## config.mk

```make
export PLATFORM = sky130hd
export DESIGN_NAME = multi_zone_emergency
export DESIGN_NICKNAME = d
export VERILOG_FILES = /design/src/rtl/emergency_pkg.sv /design/src/rtl/zone_debounce.sv /design/src/rtl/multi_zone_emergency.sv
export SDC_FILE = /design/constraint.sdc
export NUM_CORES = 1
export LEC_CHECK = 0
export BUFFER_PORTS_ARGS = -buffer_cell sky130_fd_sc_hd__buf_2
export CORE_MARGIN = 5
export CORE_UTILIZATION = 66
export CTS_BUF_LIST = sky130_fd_sc_hd__clkbuf_4
export DETAILED_ROUTE_END_ITERATION = 16
export PLACE_DENSITY_LB_ADDON = 0.15
export SLEW_MARGIN = 10
export SYNTH_ARGS = -nofsm -noshare
export SYNTH_HDL_FRONTEND = slang
export SYNTH_SLANG_ARGS = --single-unit
```

## constraint.sdc

```tcl
create_clock -name clk -period 5.07 [get_ports clk]
set_input_delay 1.014 -clock clk [delete_from_list [all_inputs] [get_ports clk]]
set_output_delay 1.014 -clock clk [all_outputs]
set_load 0.05 [all_outputs]
```

## src/rtl/emergency_pkg.sv

```systemverilog
// Shared FSM encodings and default timing constants for the multi-zone
// emergency controller.
package emergency_pkg;

  typedef enum logic [1:0] {
    INACTIVE       = 2'd0,
    EMERGENCY      = 2'd1,
    SILENCED       = 2'd2,
    POST_EMERGENCY = 2'd3
  } state_e;

  localparam int unsigned DEF_NZONES          = 4;
  localparam int unsigned DEF_EMERG_CYCLES    = 5_000_000;
  localparam int unsigned DEF_RECOV_CYCLES    = 10_000_000;
  localparam int unsigned DEF_DEBOUNCE_CYCLES = 50_000;
  localparam int unsigned DEF_TIMER_W         = 25;
  localparam int unsigned DEF_FAST_BIT        = 22;
  localparam int unsigned DEF_SLOW_BIT        = 21;

endpackage

```

## src/rtl/zone_debounce.sv

```systemverilog
// One panic input: 2-FF synchroniser, hold-time debounce and a single-cycle
// pulse on the accepted 0->1 transition.
module zone_debounce #(
  parameter int unsigned DEBOUNCE_CYCLES = 50_000
) (
  input  logic clk,
  input  logic reset,
  input  logic async_i,
  output logic rise_o
);

  localparam int unsigned CNT_W = $clog2(DEBOUNCE_CYCLES + 1);

  logic             s1_q, s2_q;
  logic             deb_q, deb_d;
  logic [CNT_W-1:0] cnt_q, cnt_d;
  logic             done;

  assign done = (cnt_q == CNT_W'(DEBOUNCE_CYCLES - 1));

  // Counter only runs while the synchronised level disagrees with the
  // accepted level; any return to agreement restarts the hold window.
  always_comb begin
    deb_d = deb_q;
    cnt_d = '0;
    if (s2_q != deb_q) begin
      if (done) deb_d = s2_q;
      else      cnt_d = cnt_q + CNT_W'(1);
    end
  end

  assign rise_o = s2_q & ~deb_q & done;

  always_ff @(posedge clk) begin
    if (reset) begin
      s1_q  <= 1'b0;
      s2_q  <= 1'b0;
      deb_q <= 1'b0;
      cnt_q <= '0;
    end else begin
      s1_q  <= async_i;
      s2_q  <= s1_q;
      deb_q <= deb_d;
      cnt_q <= cnt_d;
    end
  end

endmodule

```

## src/rtl/multi_zone_emergency.sv

```systemverilog
// Multi-zone emergency controller: per-zone panic/danger inputs feed a
// four-state alarm FSM with dwell timers and registered actuator outputs.
module multi_zone_emergency
  import emergency_pkg::*;
#(
  parameter int unsigned NZONES          = DEF_NZONES,
  parameter int unsigned EMERG_CYCLES    = DEF_EMERG_CYCLES,
  parameter int unsigned RECOV_CYCLES    = DEF_RECOV_CYCLES,
  parameter int unsigned DEBOUNCE_CYCLES = DEF_DEBOUNCE_CYCLES,
  parameter int unsigned TIMER_W         = DEF_TIMER_W,
  parameter int unsigned FAST_BIT        = DEF_FAST_BIT,
  parameter int unsigned SLOW_BIT        = DEF_SLOW_BIT
) (
  input  logic              clk,
  input  logic              reset,
  input  logic [NZONES-1:0] panic_btn,
  input  logic [NZONES-1:0] danger_sense,
  input  logic              ack,
  output logic              alarm,
  output logic              alert_light,
  output logic [NZONES-1:0] door_unlock,
  output logic              call_help,
  output logic [NZONES-1:0] active_zones,
  output logic [1:0]        state_o
);

  logic [NZONES-1:0]  panic_ev, dng_s1_q, dng_s2_q;
  logic [NZONES-1:0]  zone_ev, new_ev;
  logic [NZONES-1:0]  active_q, active_d;
  state_e             state_q, state_d;
  logic [TIMER_W-1:0] timer_q, timer_d;
  logic               rearm, any_ev, any_new, danger_any, emerg_to, recov_to;
  logic               alarm_d, light_d, call_d;
  logic [NZONES-1:0]  door_d;

  for (genvar z = 0; z < NZONES; z++) begin : g_zone
    zone_debounce #(.DEBOUNCE_CYCLES(DEBOUNCE_CYCLES)) u_deb (
      .clk     (clk),
      .reset   (reset),
      .async_i (panic_btn[z]),
      .rise_o  (panic_ev[z])
    );
  end

  assign zone_ev    = panic_ev | dng_s2_q;
  assign new_ev     = zone_ev & ~active_q;
  assign any_ev     = |zone_ev;
  assign any_new    = |new_ev;
  assign danger_any = |dng_s2_q;
  assign emerg_to   = (timer_q >= TIMER_W'(EMERG_CYCLES - 1)) && !danger_any;
  assign recov_to   = (timer_q >= TIMER_W'(RECOV_CYCLES - 1));

  // Events outrank ack, ack outranks timeout; a new zone while already in
  // EMERGENCY restarts the dwell rather than allowing ack/timeout through.
  always_comb begin
    state_d = state_q;
    rearm   = 1'b0;
    case (state_q)
      INACTIVE:       if (any_ev) state_d = EMERGENCY;
      EMERGENCY: begin
        if (any_new)       rearm   = 1'b1;
        else if (ack)      state_d = SILENCED;
        else if (emerg_to) state_d = POST_EMERGENCY;
      end
      SILENCED: begin
        if (any_new)       state_d = EMERGENCY;
        else if (emerg_to) state_d = POST_EMERGENCY;
      end
      POST_EMERGENCY: begin
        if (any_ev)        state_d = EMERGENCY;
        else if (recov_to) state_d = INACTIVE;
      end
      default:             state_d = INACTIVE;
    endcase
  end

  always_comb begin
    if ((state_d != state_q) || rearm) timer_d = '0;
    else if (&timer_q)                 timer_d = timer_q;
    else                               timer_d = timer_q + TIMER_W'(1);
  end

  assign active_d = (state_d == INACTIVE) ? '0 : (active_q | zone_ev);

  always_comb begin
    alarm_d = 1'b0;
    light_d = 1'b0;
    call_d  = 1'b0;
    door_d  = '0;
    case (state_q)
      EMERGENCY: begin
        alarm_d = ~timer_q[FAST_BIT];
        light_d = 1'b1;
        call_d  = 1'b1;
        door_d  = active_q;
      end
      SILENCED: begin
        light_d = 1'b1;
        call_d  = 1'b1;
        door_d  = active_q;
      end
      POST_EMERGENCY: light_d = timer_q[SLOW_BIT];
      default: ;
    endcase
  end

  always_ff @(posedge clk) begin
    if (reset) begin
      dng_s1_q    <= '0;
      dng_s2_q    <= '0;
      state_q     <= INACTIVE;
      timer_q     <= '0;
      active_q    <= '0;
      alarm       <= 1'b0;
      alert_light <= 1'b0;
      call_help   <= 1'b0;
      door_unlock <= '0;
    end else begin
      dng_s1_q    <= danger_sense;
      dng_s2_q    <= dng_s1_q;
      state_q     <= state_d;
      timer_q     <= timer_d;
      active_q    <= active_d;
      alarm       <= alarm_d;
      alert_light <= light_d;
      call_help   <= call_d;
      door_unlock <= door_d;
    end
  end

  assign state_o      = state_q;
  assign active_zones = active_q;

endmodule

```

Word level (Yosys, flattened, before mapping)
Index checks and enable logic that the tools add are counted.

operators by class
  magnitude comparators = 2
  reduce and logical (&&, ||, !) cells = 22
  $add $sub $neg = 5
  equal/unequal tests = 12
  bitwise operators = 23
  muxes and demuxes = 12

operators with widths
  kind                   count
  $add 16x1->16 const B  4
  $eq 16x16->1 const B   4
  $add 25x1->25 const B  1
  $ge 25x23->1 const B   1
  $ge 25x24->1 const B   1
  $reduce_and 25->1      1
  $mux 2                 7
  $reduce_or 3->1        4
  $reduce_or 4->1        3
  $not 1->1              11
  $reduce_or 2->1        5
  $and 1x1->1            8
  $or 4x4->4             2
  $pmux 2 s4             1
  $reduce_and 2->1       4
  $and 4x4->4            1
  $eq 2x2->1 const B     2
  $logic_not 2->1        2
  $ne 1x1->1             4
  $not 4->4              1
  $mux 1                 3
  $eq 2x1->1 const B     1
  $ne 2x2->1             1
  $pmux 1 s2             1
  3 further kinds        3

storage, ports and cells
  bits of input ports = 11
  word-level logic and storage cells = 101
  flip-flop bits (word level) = 122

Depth between registers and ports, before layout
Gate-level depths: netlist of run 1.

  depth in word-level cells = 11
  depth in mapped cells = 11

By module
A second synthesis of run 1 with hierarchy kept.

unflattened totals
  cell total of the unflattened synthesis = 660
  area, all modules = 5,884.4 um2

modules (own cells, without submodules)
  module                                instances  area an instance (um2)  sequential area each (um2)  cells each
  multi_zone_emergency                  1          2,529.9                 920.9                       290
  zone_debounce at g_zone[1].u_deb ...  3          839.6                   380.4                       93
  zone_debounce at g_zone[0].u_deb      1          835.8                   380.4                       91

Worst setup path before layout of run 1
OpenSTA, ideal clock, no wires.

  path type = register -> register
  start point = register g_zone[3].u_deb.cnt_q[0]
  end point = register active_q[0] (netlist: active_zones[0])
  arrival = 2.397 ns
  library setup time = 0.136 ns
  required time = 4.934 ns
  path buffers = 0
  setup slack = 2.537 ns
  stages on the path, launching flop included = 10
  cells stage by stage = dfxtp_1 > ha_1 > and4_1 > a41o_2 > a22oi_1 > nand3_2 > a21oi_1 > a31oi_1 > a2111oi_2 > nor3_1

on the way
  cells in the longest elaborated chain, start to end = 9
  elaborated cells on any way between the ends = 13
  classes of those cells = eq/ne (1); mux (5); bitwise (3); reduce/logical (4)

RTL lines
  item                              RTL line                                                text
  start, declared                   zone_debounce.sv:16                                     logic [CNT_W-1:0] cnt_q, cnt_d;
  start signal, assigned            zone_debounce.sv:44                                     cnt_q <= cnt_d;
  $eq 16x16->1 (*)                  zone_debounce.sv:19                                     assign done = (cnt_q == CNT_W'(DEBOUNCE_CYCLES - 1));
  $and 1x1->1 (*)                   zone_debounce.sv:32                                     assign rise_o = s2_q & ~deb_q & done;
  $or 4x4->4 (*)                    multi_zone_emergency.sv:45                              assign zone_ev = panic_ev | dng_s2_q;
  $and 4x4->4                       multi_zone_emergency.sv:46                              assign new_ev = zone_ev & ~active_q;
  $reduce_or 4->1                   multi_zone_emergency.sv:48                              assign any_new = |new_ev;
  $mux 2, on equally long branches  multi_zone_emergency.sv:66, multi_zone_emergency.sv:61
  $pmux 2 s4 (*)                    multi_zone_emergency.sv:58                              case (state_q)
  $logic_not 2->1 (*)               multi_zone_emergency.sv:83                              assign active_d = (state_d == INACTIVE) ? '0 : (active_q | zone_ev);
  $reduce_or 2->1 (no line) (*)     --
  end signal, assigned              multi_zone_emergency.sv:123                             active_q <= active_d;
  end, declared                     multi_zone_emergency.sv:29                              logic [NZONES-1:0] active_q, active_d;

Every way passes the cells marked *; elsewhere a longest branch is shown, timed or not.
A chain may end at the register's enable or synchronous reset.

Final worst setup path of run 1
Ends and elaborated chain as after synthesis.

==> flow_summary_export.csv, run 1 <==
group,metric,value,unit
status,status,"completed",
floorplanning,core_area,0.00818,sq mm
worst_setup_path,reg2reg_to,"active_zones[0]",
run,cap_violations,0,
cts,cts_tree,"yes",
power_and_ir_drop,irDropWorstVdd,0.000211,V
sta,fin_tns_setup,0,ns
floorplanning,initial_core_util,0.677,
placement,gp_congestion,0.843,
global_route,grt_util_all_layers,0.218,
cells_and_area,mostFrequentLayoutCells,"dfxtp_1, nor2_1, xor2_1",
sta,period_needed,2.89,ns
power_and_ir_drop,power_frac_seq,0.547,
power_and_ir_drop,power_frac_comb,0.083,
cts,clkSinkCount,122,
sta,final_max_slew_viol_count,0,
power_and_ir_drop,power_density,306,mW/mm^2
cts,htree_levels,4,
cells_and_area,final_common_cell,"dfxtp_1",
cts,post_cts_buffers,0,
yosys,yosysUniqueCellTypes,59,
cts,cts_root_buf,"clkbuf_4",
floorplanning,die_h,102,microns
yosys,postSynthAreaPerCell,8.90,sq um
sta,setup-violations-final,0,
cts,clock_path_buffers,2,
yosys,syn_inst,622,
cells_and_area,num_antenna_cells,0,
cells_and_area,area_delta_synth_final,7.26,%
yosys,ys_ff_latch,122,
sta,relSlewSlack,0.289,
cts,ctsHoldBuffers,0,
global_route,grt_remaining_overflow,0,
global_route,antenna_found_initial,0,
drt,drt-total-wl,10300,microns
cells_and_area,fin_area,0.00593,sq mm
yosys,synth_area,0.00553,sq mm
drt,antenna_left,0,
floorplanning,die-area,0.0103,sq mm
cells_and_area,finish.utilization,0.726,
worst_setup_path,crit_type,"reg2reg",
sta,clock.fmax,346,MHz
cells_and_area,drive_above_1_share,0.105,
global_route,grt_pass1_vias,4309,
cts,cts_buffers,17,
placement,io_buffer_count,23,
worst_setup_path,r2r_cells,9,
global_route,grt_start_max_net_pins,35,
cts,cts_resized,0,
power_and_ir_drop,power_leakage,2.14,nW
cts,clk_pin_slew,0.10,ns
floorplanning,die_w,102,microns
power_and_ir_drop,p_sw,0.446,mW
worst_setup_path,arrival,3.24,ns
power_and_ir_drop,p_int,1.37,mW
yosys,yosysWarnings,0,
sta,fin_crit_sh,0.570,
hold_path,holdPathEnd,"g_zone[1].u_deb.s2_q",
drt,first_iter_violations,212,
cells_and_area,nets,669,
worst_setup_path,required,5.42,ns
drt,wl_per_cell,13.5,microns
yosys,synth-edff-count,0,
power_and_ir_drop,pwr-share-clk,0.370,
drt,vias,4350,
worst_setup_path,critPathMaxFanout,6,
yosys,synthArstFlopShare,0,
worst_setup_path,endpoint_kind,"flop",
placement,dp_hpwl,7330,microns
cts,clock_latency,0.49,ns
global_route,grt_first_pass_wirelength,18500,microns
placement,placed_area,0.00566,sq mm
sta,max_slew.worst_pin.slew,1.06,ns
drt,drc_errors,0,
hold_path,hold_depth,1,
drt,drt_pre_antenna_iters,6,
floorplanning,num_rows,33,
power_and_ir_drop,swShare,0.245,
sta,clock_skew,0.0131,ns
worst_setup_path,cp-start-kind,"flop",
hold_path,hold_path_class,"reg2reg",
yosys,synth_nets,646,
sta,hold_viol,0,
worst_setup_path,r2r_start,"g_zone[3].u_deb.cnt_q[0]",
sta,rsz0062_at_grt,"false",
floorplanning,io_pins,24,
yosys,ys_seq_area_frac,0.441,
hold_path,hp-start,"g_zone[1].u_deb.s1_q",
drt,vias_per_cell,5.71,
worst_setup_path,rrSetupSlack,2.18,ns
yosys,synth_flop_cell,"dfxtp_1",
-- synth_stat cells, types with 2 or more instances --
cell / count / area share
clkbuf_1: 13 / 0.0088
and3_1: 23 / 0.026
xor2_1: 41 / 0.065
nor2_2: 4 / 0.0045
a21oi_1: 16 / 0.014
nor2_1: 115 / 0.078
nand3_1: 32 / 0.029
buf_6: 2 / 0.0041
and4b_1: 2 / 0.0036
o21ai_0: 13 / 0.012
nor2b_1: 19 / 0.021
nor3_1: 18 / 0.016
xnor2_1: 33 / 0.052
a31oi_1: 4 / 0.0045
or3_1: 7 / 0.0079
a211o_1: 2 / 0.0032
or4bb_4: 2 / 0.0054
nor4bb_1: 5 / 0.0090
mux2i_1: 2 / 0.0036
dfxtp_1: 122 / 0.44
a211oi_1: 3 / 0.0041
nor4b_1: 8 / 0.013
nand2_1: 35 / 0.024
ha_1: 13 / 0.029
and4_1: 8 / 0.013
nand4_1: 17 / 0.019
inv_1: 21 / 0.014
and2_1: 9 / 0.010
o21ai_1: 3 / 0.0027
-- how the worst max path moves through the flow --
stage | from | endpoint | slack (ns)
finish | g_zone[3].u_deb.cnt_q[0] | active_zones[0] | 2.18
global route | g_zone[3].u_deb.cnt_q[0] | active_zones[0] | 1.94
CTS | g_zone[3].u_deb.cnt_q[0] | active_zones[0] | 2.23
detailed placement | g_zone[3].u_deb.cnt_q[0] | active_zones[0] | 2.25
global placement | g_zone[3].u_deb.cnt_q[0] | active_zones[1] | 2.41
floorplan | g_zone[3].u_deb.cnt_q[0] | active_zones[0] | 2.54
-- metrics by stage --
step | instances | hold WS [ns] | setup slack [ns] | power [mW]
floorplan | 622 | 0.413 | 2.54 | 1.14
global placement | 731 | 0.422 | 2.41 | 1.16
detailed placement | 731 | 0.429 | 2.25 | 1.17
CTS | 762 | 0.453 | 2.23 | 1.83
global route | 762 | 0.469 | 1.94 | 1.91
finish | 762 | 0.451 | 2.18 | 1.82
-- logic make-up after synthesis --
group | after synthesis | share of synthesized area
AO/OA/AOI/OAI | 58 | 0.0735
XOR/XNOR | 74 | 0.117
adder cells (fa/ha/maj) | 13 | 0.0294
buffers and inverters | 40 | 0.0366
flip-flops | 122 | 0.441
multiplexers | 2 | 0.00362
AND/OR/NAND/NOR | 313 | 0.298
-- critical path, cell delays in order (launching register included) --
cell and delay (ns):
dfxtp_1 0.34, ha_1 0.28, and4_1 0.23, a41o_2 0.29, a22oi_1 0.35, nand3_2 0.18, a21oi_1 0.30, a31oi_1 0.17
a2111oi_2 0.51, nor3_1 0.10
-- power by group through the flow --
stage | sequential [mW] | clock, mW | combinational, mW
finish | 0.994 | 0.673 | 0.151
global route | 0.998 | 0.742 | 0.166
CTS | 0.995 | 0.686 | 0.150
detailed placement | 1.02 | 0 | 0.150
global placement | 1.02 | 0 | 0.147
floorplan | 1.03 | 0 | 0.105
-- flip-flops by register name, indices dropped and copies added, names as in the netlist --
register / cells
dng_s2_q: 4
alarm: 1
g_zone.u_deb.deb_q: 4
door_unlock: 4
timer_q: 25
alert_light: 1
call_help: 1
active_zones: 4
g_zone.u_deb.s1_q: 4
state_o: 2
g_zone.u_deb.cnt_q: 64
dng_s1_q: 4
g_zone.u_deb.s2_q: 4
-- routing by layer --
metal / wire length [microns] / global-route usage / part of all wire / up-vias
li1: - / - / - / 2191
met1: 4610 / 0.258 / 0.45 / 2061
met2: 5100 / 0.379 / 0.50 / 85
met3: 414 / 0.0599 / 0.040 / 13
met4: 141 / 0.0736 / 0.014 / 0
met5: 0 / 0 / 0 / -
-- cell type report --
| class | count | area (sq um) |
|---|---|---|
| tap | 105 | 131 |
| timing repair buffer | 23 | 115 |
| multi-input combinational | 460 | 2890 |
| sequential | 122 | 2440 |
| inverter | 21 | 78.8 |
| clock buffer | 20 | 150 |
| fill | 623 | 2240 |
| clock inverter | 11 | 129 |
Power figures use the tool's default switching activity.
==> inputs of run 2 (changes only) <==
--- a/config.mk
+++ b/config.mk
@@ -7,7 +7,7 @@
 export LEC_CHECK = 0
 export BUFFER_PORTS_ARGS = -buffer_cell sky130_fd_sc_hd__buf_2
 export CORE_MARGIN = 5
-export CORE_UTILIZATION = 66
+export CORE_UTILIZATION = 64
 export CTS_BUF_LIST = sky130_fd_sc_hd__clkbuf_4
 export DETAILED_ROUTE_END_ITERATION = 16
 export PLACE_DENSITY_LB_ADDON = 0.15
==> constraint.sdc (replaced) <==
create_clock -name clk -period 3.02 [get_ports clk]
set_input_delay 0.604 -clock clk [delete_from_list [all_inputs] [get_ports clk]]
set_output_delay 0.604 -clock clk [all_outputs]
set_load 0.05 [all_outputs]
==> run 2 against run 1 <==
Against the previous run: first-iteration DRC count fell by 16%; via count is 2.1% lower; maximum frequency up 3.5%; clock power grew 52%; sequential share of layout area unchanged; critical path type unchanged; clock-buffer cell count did not move; sequential cell count stayed put; core utilization decreased by 3.5 points; routed wire length shrank 2.8%; non-clock buffer count is 2 higher; cell count rose by 0.79%.
==> flow_summary_export.csv, run 2 (synthesized netlist as in run 1, its figures left out) <==
group,metric,value,unit
status,status,"completed",
drt,antenna_left,0,
floorplanning,die_w,103,microns
sta,max_slew.worst_pin.slew,0.626,ns
drt,drt-total-wl,9980,microns
cts,clk_pin_slew,0.11,ns
cells_and_area,drive_above_1_share,0.117,
hold_path,holdPathEnd,"g_zone[3].u_deb.s1_q",
floorplanning,num_rows,34,
worst_setup_path,rrSetupSlack,0.23,ns
cells_and_area,num_antenna_cells,0,
worst_setup_path,r2r_cells,9,
worst_setup_path,worst_path_largest_cell_delay,0.55,ns
drt,vias,4258,
cells_and_area,reg.largest.list,"g_zone.u_deb.cnt_q x64, timer_q x25",
cts,clkSinkCount,122,
global_route,grt_start_max_net_pins,35,
worst_setup_path,worst-path-buf-inv,0,
global_route,grt_pass1_vias,4024,
cells_and_area,fin_area,0.00593,sq mm
cells_and_area,top_register,"g_zone.u_deb.cnt_q",
worst_setup_path,crit_path_top_delay_cell,"a2111oi_2",
worst_setup_path,cp-start-kind,"flop",
sta,relSlewSlack,0.583,
hold_path,hp-start,"panic_btn[3]",
floorplanning,io_pins,24,
placement,gp_congestion,0.805,
cells_and_area,fill_cells,700,
cells_and_area,area_delta_synth_final,7.26,%
cells_and_area,finish.utilization,0.691,
worst_setup_path,critPathMaxFanout,8,
sta,hold_ws,0.309,ns
cells_and_area,mostFrequentLayoutCells,"dfxtp_1, nor2_1, xor2_1",
sta,clock_skew,0.0190,ns
floorplanning,die-area,0.0106,sq mm
drt,drt_pre_antenna_iters,4,
cells_and_area,nets,671,
floorplanning,initial_core_util,0.644,
sta,setup_ws,0.228,ns
worst_setup_path,startpoint,"timer_q[0]",
sta,hold_viol,0,
worst_setup_path,required,3.37,ns
power_and_ir_drop,irDropWorstVdd,0.000329,V
sta,rsz0062_at_grt,"false",
worst_setup_path,critPathTopFamily,"compound AO/OA/AOI/OAI gates",
global_route,grt_remaining_overflow,0,
cts,ctsHoldBuffers,0,
cts,htree_levels,4,
sta,clock.fmax,358,MHz
sta,fin_tns_setup,0,ns
cells_and_area,largest_reg_flops,64,
placement,io_buffer_count,23,
power_and_ir_drop,power_leakage,2.13,nW
drt,wl_per_cell,13.0,microns
floorplanning,die_h,103,microns
placement,dp_hpwl,7140,microns
floorplanning,core_area,0.00859,sq mm
cells_and_area,final_common_cell,"dfxtp_1",
drt,vias_per_cell,5.54,
global_route,grt_util_all_layers,0.206,
drt,first_iter_violations,179,
cts,clock_path_buffers,2,
worst_setup_path,crit_type,"reg2reg",
placement,place_ws,0.229,ns
drt,drc_errors,0,
sta,fin_crit_sh,0.924,
run,cap_violations,0,
power_and_ir_drop,power_density,497,mW/mm^2
global_route,grt_first_pass_wirelength,17800,microns
cts,cts_root_buf,"clkbuf_4",
placement,placed_area,0.00567,sq mm
worst_setup_path,endpoint_kind,"flop",
hold_path,hold_depth,2,
cts,cts_tree,"yes",
hold_path,hold_path_class,"in2reg",
worst_setup_path,r2r_start,"timer_q[0]",
sta,period_needed,2.79,ns
sta,setup-violations-final,0,
worst_setup_path,reg2reg_to,"active_zones[1]",
global_route,antenna_found_initial,0,
worst_setup_path,arrival,3.14,ns
worst_setup_path,crit_chain,"ha_1 > a21o_1 > a211oi_1 > o2bb2ai_1 > o31a_2 > nor3_1 > o21ai_1 > a2111oi_2 > nor3_1",
cts,clock_latency,0.50,ns
worst_setup_path,crit_top_cell,"nor3_1",
sta,final_max_slew_viol_count,0,
cts,cts_buffers,17,
worst_setup_path,path_depth,9,
run 2: what timing repair did:
| action | 4_1_cts | 5_1_grt |
|---|---|---|
| buffers inserted | 0 | 0 |
| endpoints found under the hold margin | 0 | 0 |
| setup endpoints to repair | 0 | 2 |
| resized for setup | 0 | 2 |
run 2: where the power goes:
part	switching, mW	total [mW]	internal (mW)
clock	0.592	1.02	0.430
combinational	0.174	0.256	0.0824
sequential	0.0323	1.67	1.64
run 2: per-stage QoR:
stage	power, mW	cells
global route	3.10	768
global placement	1.95	736
finish	2.95	768
detailed placement	1.96	736
CTS	2.98	768
floorplan	1.91	622
run 2: worst reg2reg max path, stage by stage (launching register included):
cell       delay (ns)
dfxtp_1          0.41
ha_1             0.33
a21o_1           0.20
a211oi_1         0.28
o2bb2ai_1        0.13
o31a_2           0.33
nor3_1           0.20
o21ai_1          0.12
a2111oi_2        0.55
nor3_1           0.10
run 2: final cells by class:
| class | count | area [sq um] | share of cell area |
|---|---|---|---|
| Timing Repair Buffer | 25 | 130 | 0.0219 |
| Inverter | 21 | 78.8 | 0.0133 |
| Tap cell | 108 | 135 | 0.0228 |
| Clock buffer | 20 | 150 | 0.0253 |
| Sequential cell | 122 | 2440 | 0.412 |
| Multi-Input combinational cell | 460 | 2900 | 0.488 |
| Clock inverter | 12 | 103 | 0.0173 |
run 2: worst max path at each step:
stage	end	slack [ns]
floorplan	active_zones[0]	0.49
global placement	active_zones[3]	0.33
detailed placement	active_zones[1]	0.23
CTS	active_zones[1]	0.21
global route	timer_q[15]	0.005
finish	active_zones[1]	0.23
run 2: routing by layer:
metal,vias up,routed length (microns),track usage
met5,-,0,0
met4,0,136,0.0677
met3,15,383,0.0548
met2,69,4700,0.331
met1,1985,4750,0.269
li1,2189,-,-
